[config.mk]
export PLATFORM = sky130hd
export DESIGN_NAME = fifo_array_ctrl
export DESIGN_NICKNAME = d
export VERILOG_FILES = /design/src/rtl/fifo_ctrl_pkg.sv /design/src/rtl/fifo_array_ctrl_skew.sv /design/src/rtl/fifo_array_ctrl.sv
export SDC_FILE = /design/constraint.sdc
export NUM_CORES = 1
export LEC_CHECK = 0
export CAP_MARGIN = 0
export CORE_MARGIN = 2
export CORE_UTILIZATION = 35
export CTS_BUF_LIST = sky130_fd_sc_hd__clkbuf_2
export DETAILED_ROUTE_END_ITERATION = 10
export SETUP_SLACK_MARGIN = 0.05
export SLEW_MARGIN = 20
export SYNTH_ARGS = -nofsm -noshare
export SYNTH_HDL_FRONTEND = slang
export SYNTH_SLANG_ARGS = --single-unit
export TNS_END_PERCENT = 100
[constraint.sdc]
create_clock -name clk -period 2.9 [get_ports clk]
set_clock_uncertainty 0.2 [all_clocks]
set_input_delay 0.435 -clock clk [delete_from_list [all_inputs] [get_ports clk]]
set_output_delay 0.435 -clock clk [all_outputs]
set_load 0.01 [all_outputs]
[src/rtl/fifo_ctrl_pkg.sv]
// Shared definitions for the fifo_array sequencer: FSM states, count maxima, one-hot helper.
// Latency: n/a (types, constants and pure functions only).
// Backpressure: n/a.
package fifo_ctrl_pkg;

  typedef enum logic [1:0] {
    IDLE  = 2'd0,
    LOAD  = 2'd1,
    DRAIN = 2'd2,
    DONE  = 2'd3
  } state_t;

  // Default geometry: 9x9 PE array, 9 words per FIFO per tile.
  localparam int ARRAY_SIZE_DEF = 9;
  localparam int ROW_LEN_DEF    = 9;

  // Words accepted per tile, and drain beats per tile, for the default geometry.
  localparam int LOAD_MAX  = ROW_LEN_DEF * ARRAY_SIZE_DEF;
  localparam int DRAIN_MAX = ROW_LEN_DEF + ARRAY_SIZE_DEF - 1;

  // Widest FIFO bank the one-hot helper can address.
  localparam int ONEHOT_W = 64;

  function automatic int load_max(input int n, input int l);
    return n * l;
  endfunction

  function automatic int drain_max(input int n, input int l);
    return l + n - 1;
  endfunction

  // Single bit set at idx; all zero when idx falls outside [0, width).
  function automatic logic [ONEHOT_W-1:0] onehot(input int idx, input int width);
    logic [ONEHOT_W-1:0] v;
    v = '0;
    if (idx >= 0 && idx < width && idx < ONEHOT_W) begin
      v = ONEHOT_W'(1) << idx;
    end
    return v;
  endfunction

endpackage

[src/rtl/fifo_array_ctrl_skew.sv]
// Diagonal read-window generator: column i reads while i <= dr_cnt < i+ROW_LEN.
// Latency: purely combinational.
// Backpressure: out_ready low forces every read enable to zero.
module skew_window_gen
  import fifo_ctrl_pkg::*;
#(
  parameter int ARRAY_SIZE = ARRAY_SIZE_DEF,
  parameter int ROW_LEN    = ROW_LEN_DEF,
  parameter int CNT_W      = 6
) (
  input  logic [CNT_W-1:0]      dr_cnt,
  input  logic                  out_ready,
  output logic [ARRAY_SIZE-1:0] r_en
);

  logic [31:0] cnt_ext;

  assign cnt_ext = 32'(dr_cnt);

  // Column i lags column 0 by i beats and stays open for ROW_LEN beats.
  for (genvar i = 0; i < ARRAY_SIZE; i++) begin : g_col
    localparam logic [31:0] LO = 32'(i);
    localparam logic [31:0] HI = 32'(i + ROW_LEN);
    assign r_en[i] = out_ready && (cnt_ext >= LO) && (cnt_ext < HI);
  end

endmodule

[src/rtl/fifo_array_ctrl.sv]
// Tile sequencer for fifo_array: round-robin load of a serial stream, then skewed drain.
// Latency: write enable/data one cycle after the input handshake; read enables combinational.
// Backpressure: in_ready follows !full of the selected FIFO; out_ready low freezes the drain.
module fifo_array_ctrl
  import fifo_ctrl_pkg::*;
#(
  parameter int ARRAY_SIZE = ARRAY_SIZE_DEF,
  parameter int DATA_SIZE  = 8,
  parameter int ROW_LEN    = ROW_LEN_DEF,
  parameter int FIFO_DEPTH = 256
) (
  input  logic                  clk,
  input  logic                  clear,
  input  logic                  start,
  input  logic                  in_valid,
  input  logic [DATA_SIZE-1:0]  in_data,
  output logic                  in_ready,
  input  logic                  out_ready,
  input  logic [ARRAY_SIZE-1:0] full,
  input  logic [ARRAY_SIZE-1:0] empty,
  output logic [ARRAY_SIZE-1:0] w_en,
  output logic [DATA_SIZE-1:0]  wr_data,
  output logic [ARRAY_SIZE-1:0] r_en,
  output logic                  busy,
  output logic                  done,
  output logic                  underflow
);

  localparam int LD_MAX = load_max(ARRAY_SIZE, ROW_LEN);
  localparam int DR_MAX = drain_max(ARRAY_SIZE, ROW_LEN);
  localparam int SEL_W  = $clog2(ARRAY_SIZE);
  localparam int LD_W   = $clog2(LD_MAX) + 1;
  localparam int DR_W   = $clog2(DR_MAX) + 1;

  localparam logic [SEL_W-1:0] SEL_LAST = SEL_W'(ARRAY_SIZE - 1);
  localparam logic [LD_W-1:0]  LD_LAST  = LD_W'(LD_MAX - 1);
  localparam logic [DR_W-1:0]  DR_LAST  = DR_W'(DR_MAX - 1);

  // A tile row must fit in one FIFO, and the one-hot helper bounds the bank width.
  if (ARRAY_SIZE < 2 || ARRAY_SIZE >= ONEHOT_W || ROW_LEN < 1 || ROW_LEN > FIFO_DEPTH) begin : g_param_err
    $error("fifo_array_ctrl: illegal ARRAY_SIZE/ROW_LEN/FIFO_DEPTH combination");
  end

  state_t                state_q, state_d;
  logic [SEL_W-1:0]      wr_sel_q, wr_sel_d;
  logic [LD_W-1:0]       ld_cnt_q, ld_cnt_d;
  logic [DR_W-1:0]       dr_cnt_q, dr_cnt_d;
  logic [ARRAY_SIZE-1:0] w_en_q, w_en_d;
  logic [DATA_SIZE-1:0]  wr_data_q, wr_data_d;
  logic                  underflow_q, underflow_d;

  logic [ONEHOT_W-1:0]   sel_oh;
  logic                  unused_sel_oh_hi;
  logic                  hs;
  logic                  drain_rdy;
  logic [ARRAY_SIZE-1:0] r_en_int;

  assign sel_oh           = onehot(int'(wr_sel_q), ARRAY_SIZE);
  assign unused_sel_oh_hi = ^sel_oh[ONEHOT_W-1:ARRAY_SIZE];

  // A full target FIFO stalls the stream; the selector is never skipped past it.
  assign in_ready  = (state_q == LOAD) && !full[wr_sel_q];
  assign hs        = in_valid && in_ready;
  assign drain_rdy = out_ready && (state_q == DRAIN);

  skew_window_gen #(
    .ARRAY_SIZE (ARRAY_SIZE),
    .ROW_LEN    (ROW_LEN),
    .CNT_W      (DR_W)
  ) u_skew (
    .dr_cnt    (dr_cnt_q),
    .out_ready (drain_rdy),
    .r_en      (r_en_int)
  );

  assign r_en      = r_en_int;
  assign w_en      = w_en_q;
  assign wr_data   = wr_data_q;
  assign busy      = (state_q != IDLE);
  assign done      = (state_q == DONE);
  assign underflow = underflow_q;

  // Next-state, counters and registered write port; write enable defaults to idle each cycle.
  always_comb begin
    state_d     = state_q;
    wr_sel_d    = wr_sel_q;
    ld_cnt_d    = ld_cnt_q;
    dr_cnt_d    = dr_cnt_q;
    w_en_d      = '0;
    wr_data_d   = wr_data_q;
    underflow_d = underflow_q;
    case (state_q)
      IDLE: begin
        if (start) begin
          state_d     = LOAD;
          wr_sel_d    = '0;
          ld_cnt_d    = '0;
          dr_cnt_d    = '0;
          underflow_d = 1'b0;
        end
      end
      LOAD: begin
        if (hs) begin
          w_en_d    = sel_oh[ARRAY_SIZE-1:0];
          wr_data_d = in_data;
          wr_sel_d  = (wr_sel_q == SEL_LAST) ? '0 : wr_sel_q + SEL_W'(1);
          ld_cnt_d  = ld_cnt_q + LD_W'(1);
          if (ld_cnt_q == LD_LAST) begin
            state_d = DRAIN;
          end
        end
      end
      DRAIN: begin
        // Reading an empty FIFO is flagged but the wavefront keeps going.
        if (|(r_en_int & empty)) begin
          underflow_d = 1'b1;
        end
        if (out_ready) begin
          dr_cnt_d = dr_cnt_q + DR_W'(1);
          if (dr_cnt_q == DR_LAST) begin
            state_d = DONE;
          end
        end
      end
      DONE: begin
        state_d = IDLE;
      end
      default: begin
        state_d = IDLE;
      end
    endcase
  end

  // State and counter registers; clear also flushes the FIFO bank externally.
  always_ff @(posedge clk or posedge clear) begin
    if (clear) begin
      state_q     <= IDLE;
      wr_sel_q    <= '0;
      ld_cnt_q    <= '0;
      dr_cnt_q    <= '0;
      w_en_q      <= '0;
      wr_data_q   <= '0;
      underflow_q <= 1'b0;
    end else begin
      state_q     <= state_d;
      wr_sel_q    <= wr_sel_d;
      ld_cnt_q    <= ld_cnt_d;
      dr_cnt_q    <= dr_cnt_d;
      w_en_q      <= w_en_d;
      wr_data_q   <= wr_data_d;
      underflow_q <= underflow_d;
    end
  end

endmodule
==> run_results.csv, run 1 <==
group,metric,value,unit
floorplan,rows,30,
flow_run,drv_cap,0,
route,num_vias,2042,
logic_synthesis,synth_compound_area_share,17.5,%
global_route,grt_pass1_vias,1930,
setup_path,worstPathMaxFanout,5,
layout,drive_gt1_share,17.2,%
logic_synthesis,synth.area.mux_share,8.13,%
route,routed_wl,5710,um
place,placed_cell_area,3140,um^2
setup_path,crit_chain,"buf_4 > ha_1 > buf_4 > o21ai_0 > a21oi_2 > clkdlybuf4s50_1",
setup_path,critPathSlowestCell,"clkdlybuf4s50_1",
power,power_leakage,1.48,nW
route,wl_met3,197,um
logic_synthesis,synthCells,249,
setup_path,crit_top_cell,"buf_4",
cts,path_clk_slew,180,ps
route,drtAntennaViolNets,0,
logic_synthesis,yosysWarnings,0,
setup_path,cp-end-kind,"output port",
place,dp.final_hpwl,4300,um
layout,final_cell_mix,"54 x clkdlybuf4s50_1, 32 x dfrtp_1, 21 x nand2_1",
layout,stdcell_area,3250,um^2
logic_synthesis,seq_area_frac_synth,39.4,%
floorplan,die_width,87.1,um
floorplan,die_area,7580,um^2
timing,rsz0062_at_grt,"true",
power,seqPwrFrac,40.0,%
logic_synthesis,ys.flop_type,"dfrtp_1",
power,intPower,1.30,mW
route,met2_length,2590,um
logic_synthesis,synth_top_family_by_area,"simple AND/OR/NAND/NOR gates",
route,vias_per_cell,5.11,
cts,htreeDepth,2,
route,dr.first_iter.drc_count,163,
setup_path,arrival,2140,ps
floorplan,fp.coreArea,6720,um^2
timing,period_needed,2770,ps
setup_path,crit_required,2270,ps
global_route,grt_use_total,16.1,%
place,gp_congestion,0.839,
logic_synthesis,synth-edff-count,0,
cts,cts_buffers,5,
setup_path,rrSetupSlack,530,ps
outcome,status,"finished, final reports clean",
global_route,antenna_found_initial,0,
setup_path,critPathTopFamily,"buffers and inverters",
setup_path,startpoint_type,"flop",
timing,max_freq,360,MHz
floorplan,fp.dieH,87.1,um
logic_synthesis,syn-cell-area,2420,um^2
place,dpl.cell_count,391,
layout,fill_cells,625,
timing,finalMaxSlewViolations,0,
route,firstDrtPassIters,6,
logic_synthesis,synth_cell_types,50,
logic_synthesis,async_flop_share,100,%
route,avgRoutedWirePerCell,14.3,um
timing,setup_violations,0,
layout,fin_cells,400,
global_route,grt_pass1_wl,9590,um
route,wl_met1,2870,um
timing,period_share,95.7,%
floorplan,ios,61,
layout,n_antenna_cell,0,
layout,mostFrequentLayoutCell,"clkdlybuf4s50_1",
timing,hold_viol_final,0,
setup_path,max_stage_delay,490,ps
cts,cts_root_buf,"clkbuf_2",
floorplan,start_util,36.0,%
cts,clock_sinks,38,
layout,num-nets-final,369,
route,top_layer_used,"met4",
setup_path,cp_num_buf_inv,3,
power,pwr-share-comb,49.6,%
route,drc,0,
logic_synthesis,synth-xor-area-share,1.45,%
timing,tightest_slew,568,ps
logic_synthesis,avgSynthCellArea,9.70,um^2
place,port_buffers,60,
cts,cts_max_path_buffers,2,
power,p_sw,808,uW
hold_path,worstHoldPathType,"in -> async",
global_route,grt_start_max_net_pins,39,
timing,slew_headroom,62.1,%
cts,clkLatencyLatePin,380,ps
logic_synthesis,synth_fp_nets,298,
cts,cts_tree,"yes",
logic_synthesis,yosys.area_share.simple,18.6,%
layout,synthToLayoutAreaGrowth,34.5,%
setup_path,crit_type,"reg -> out",
logic_synthesis,synthAdderAreaFrac,9.32,%
global_route,grt-ovfl-total,0,
power,peakVddDrop,0.287,mV
power,power_switching_share,38.4,%
power,power.share.clock,10.4,%
logic_synthesis,ys_ff_latch,38,
power,power_per_cell_area,648,nW/um^2
worst register-to-register path: stages, from the launching register on:
cell	delay, ps
dfrtp_1	450
inv_1	90
ha_1	230
nand2_1	130
a31oi_2	340
o211ai_1	210
a21oi_1	300
mux2_4	330
stage by stage:
| stage | hold WS (ps) | setup TNS [ps] | power (mW) | utilization (%) | setup slack [ps] |
|---|---|---|---|---|---|
| CTS | 231 | 0 | 2.11 | 48.1 | 74.2 |
| finish | 237 | 0 | 2.11 | 48.4 | 126 |
| detailed placement | 296 | -53.0 | 1.88 | 46.8 | -53.0 |
| floorplan | 312 | 0 | 1.49 | - | 756 |
| global placement | 292 | 0 | 1.86 | 46.8 | 8.60 |
| global route | 253 | 0 | 2.29 | 48.4 | 17.5 |
state kept, by name, summed over array words and instances (netlist names):
signal and flops:
wr_sel_q 4, w_en 9, state_q 2, wr_data 8
ld_cnt_q 8, dr_cnt_q 6, underflow 1
Yosys cell counts (5+ instances only):
library cell / n / share of area, %
nor2_1: 16 / 2.5
mux2_4: 11 / 6.8
inv_1: 19 / 3.0
nand3_1: 7 / 1.4
o31ai_1: 5 / 1.6
a21oi_1: 12 / 2.5
o21ai_1: 6 / 1.2
clkbuf_1: 5 / 0.78
nand2_1: 21 / 3.3
and3_1: 10 / 2.6
or3_1: 6 / 1.6
o21ai_0: 10 / 2.1
nand2b_1: 5 / 1.3
dfrtp_1: 38 / 39
ha_1: 18 / 9.3
layer usage:
layer	up-vias	track usage (%)
li1	1022	-
met1	975	24.6
met2	41	23.5
met3	4	2.94
met4	0	3.41
met5	-	0
kinds of logic (layout without fill, tap and decap cells):
family	Yosys count	count (layout)
simple gates	86	86
compound gates	60	60
flops	38	38
buf+inv	29	100
fa+ha+maj	18	18
mux	14	14
xor+xnor	4	4
power groups by stage:
stage                     Combinational, mW  Sequential (mW)  Clock [mW]
after global placement                 1.02            0.841           0
after CTS                              1.04            0.836       0.232
after floorplan                       0.669            0.819           0
after global routing                   1.16            0.873       0.256
final                                  1.04            0.842       0.220
after detailed placement               1.03            0.844           0
repair_timing:
action / CTS / global route
pin swaps: 0 / 0
gates resized for setup: 17 / 6
setup buffers: 2 / 0
hold buffers: 0 / 0
setup endpoints to repair: 10 / 5
path summary, 6_finish.rpt:
path / endpoint / from / cells past startpoint
setup / recovery: r_en[7] / dr_cnt_q[0] / 6
hold / removal: wr_data[0] / clear / 3
setup reg to reg: state_q[1] / state_q[1] / 7
hold reg to reg: wr_data[1] / wr_data[1] / 1
max in group asynchronous: wr_sel_q[1] / clear / 3
min in group clk: wr_data[1] / wr_data[1] / 1
area by class of cell:
class	instances	area [um^2]	area share, %
flip-flops and latches	38	958	29.5
multi-input cells	182	1380	42.5
clock inverters	2	10.0	0.308
repair buffers	74	703	21.6
inverters	19	71.3	2.19
well taps	80	100	3.08
clock buffers	5	25.0	0.770
Power figures use the tool's default switching activity.
==> run 2: changes to the inputs <==
--- a/config.mk
+++ b/config.mk
@@ -5,7 +5,7 @@
 export SDC_FILE = /design/constraint.sdc
 export NUM_CORES = 1
 export LEC_CHECK = 0
-export CAP_MARGIN = 0
+export CAP_MARGIN = 10
 export CORE_MARGIN = 2
 export CORE_UTILIZATION = 35
 export CTS_BUF_LIST = sky130_fd_sc_hd__clkbuf_2
==> results of run 2 <==
Same layout as run 1: the final DEF is identical, and so are final timing and power.
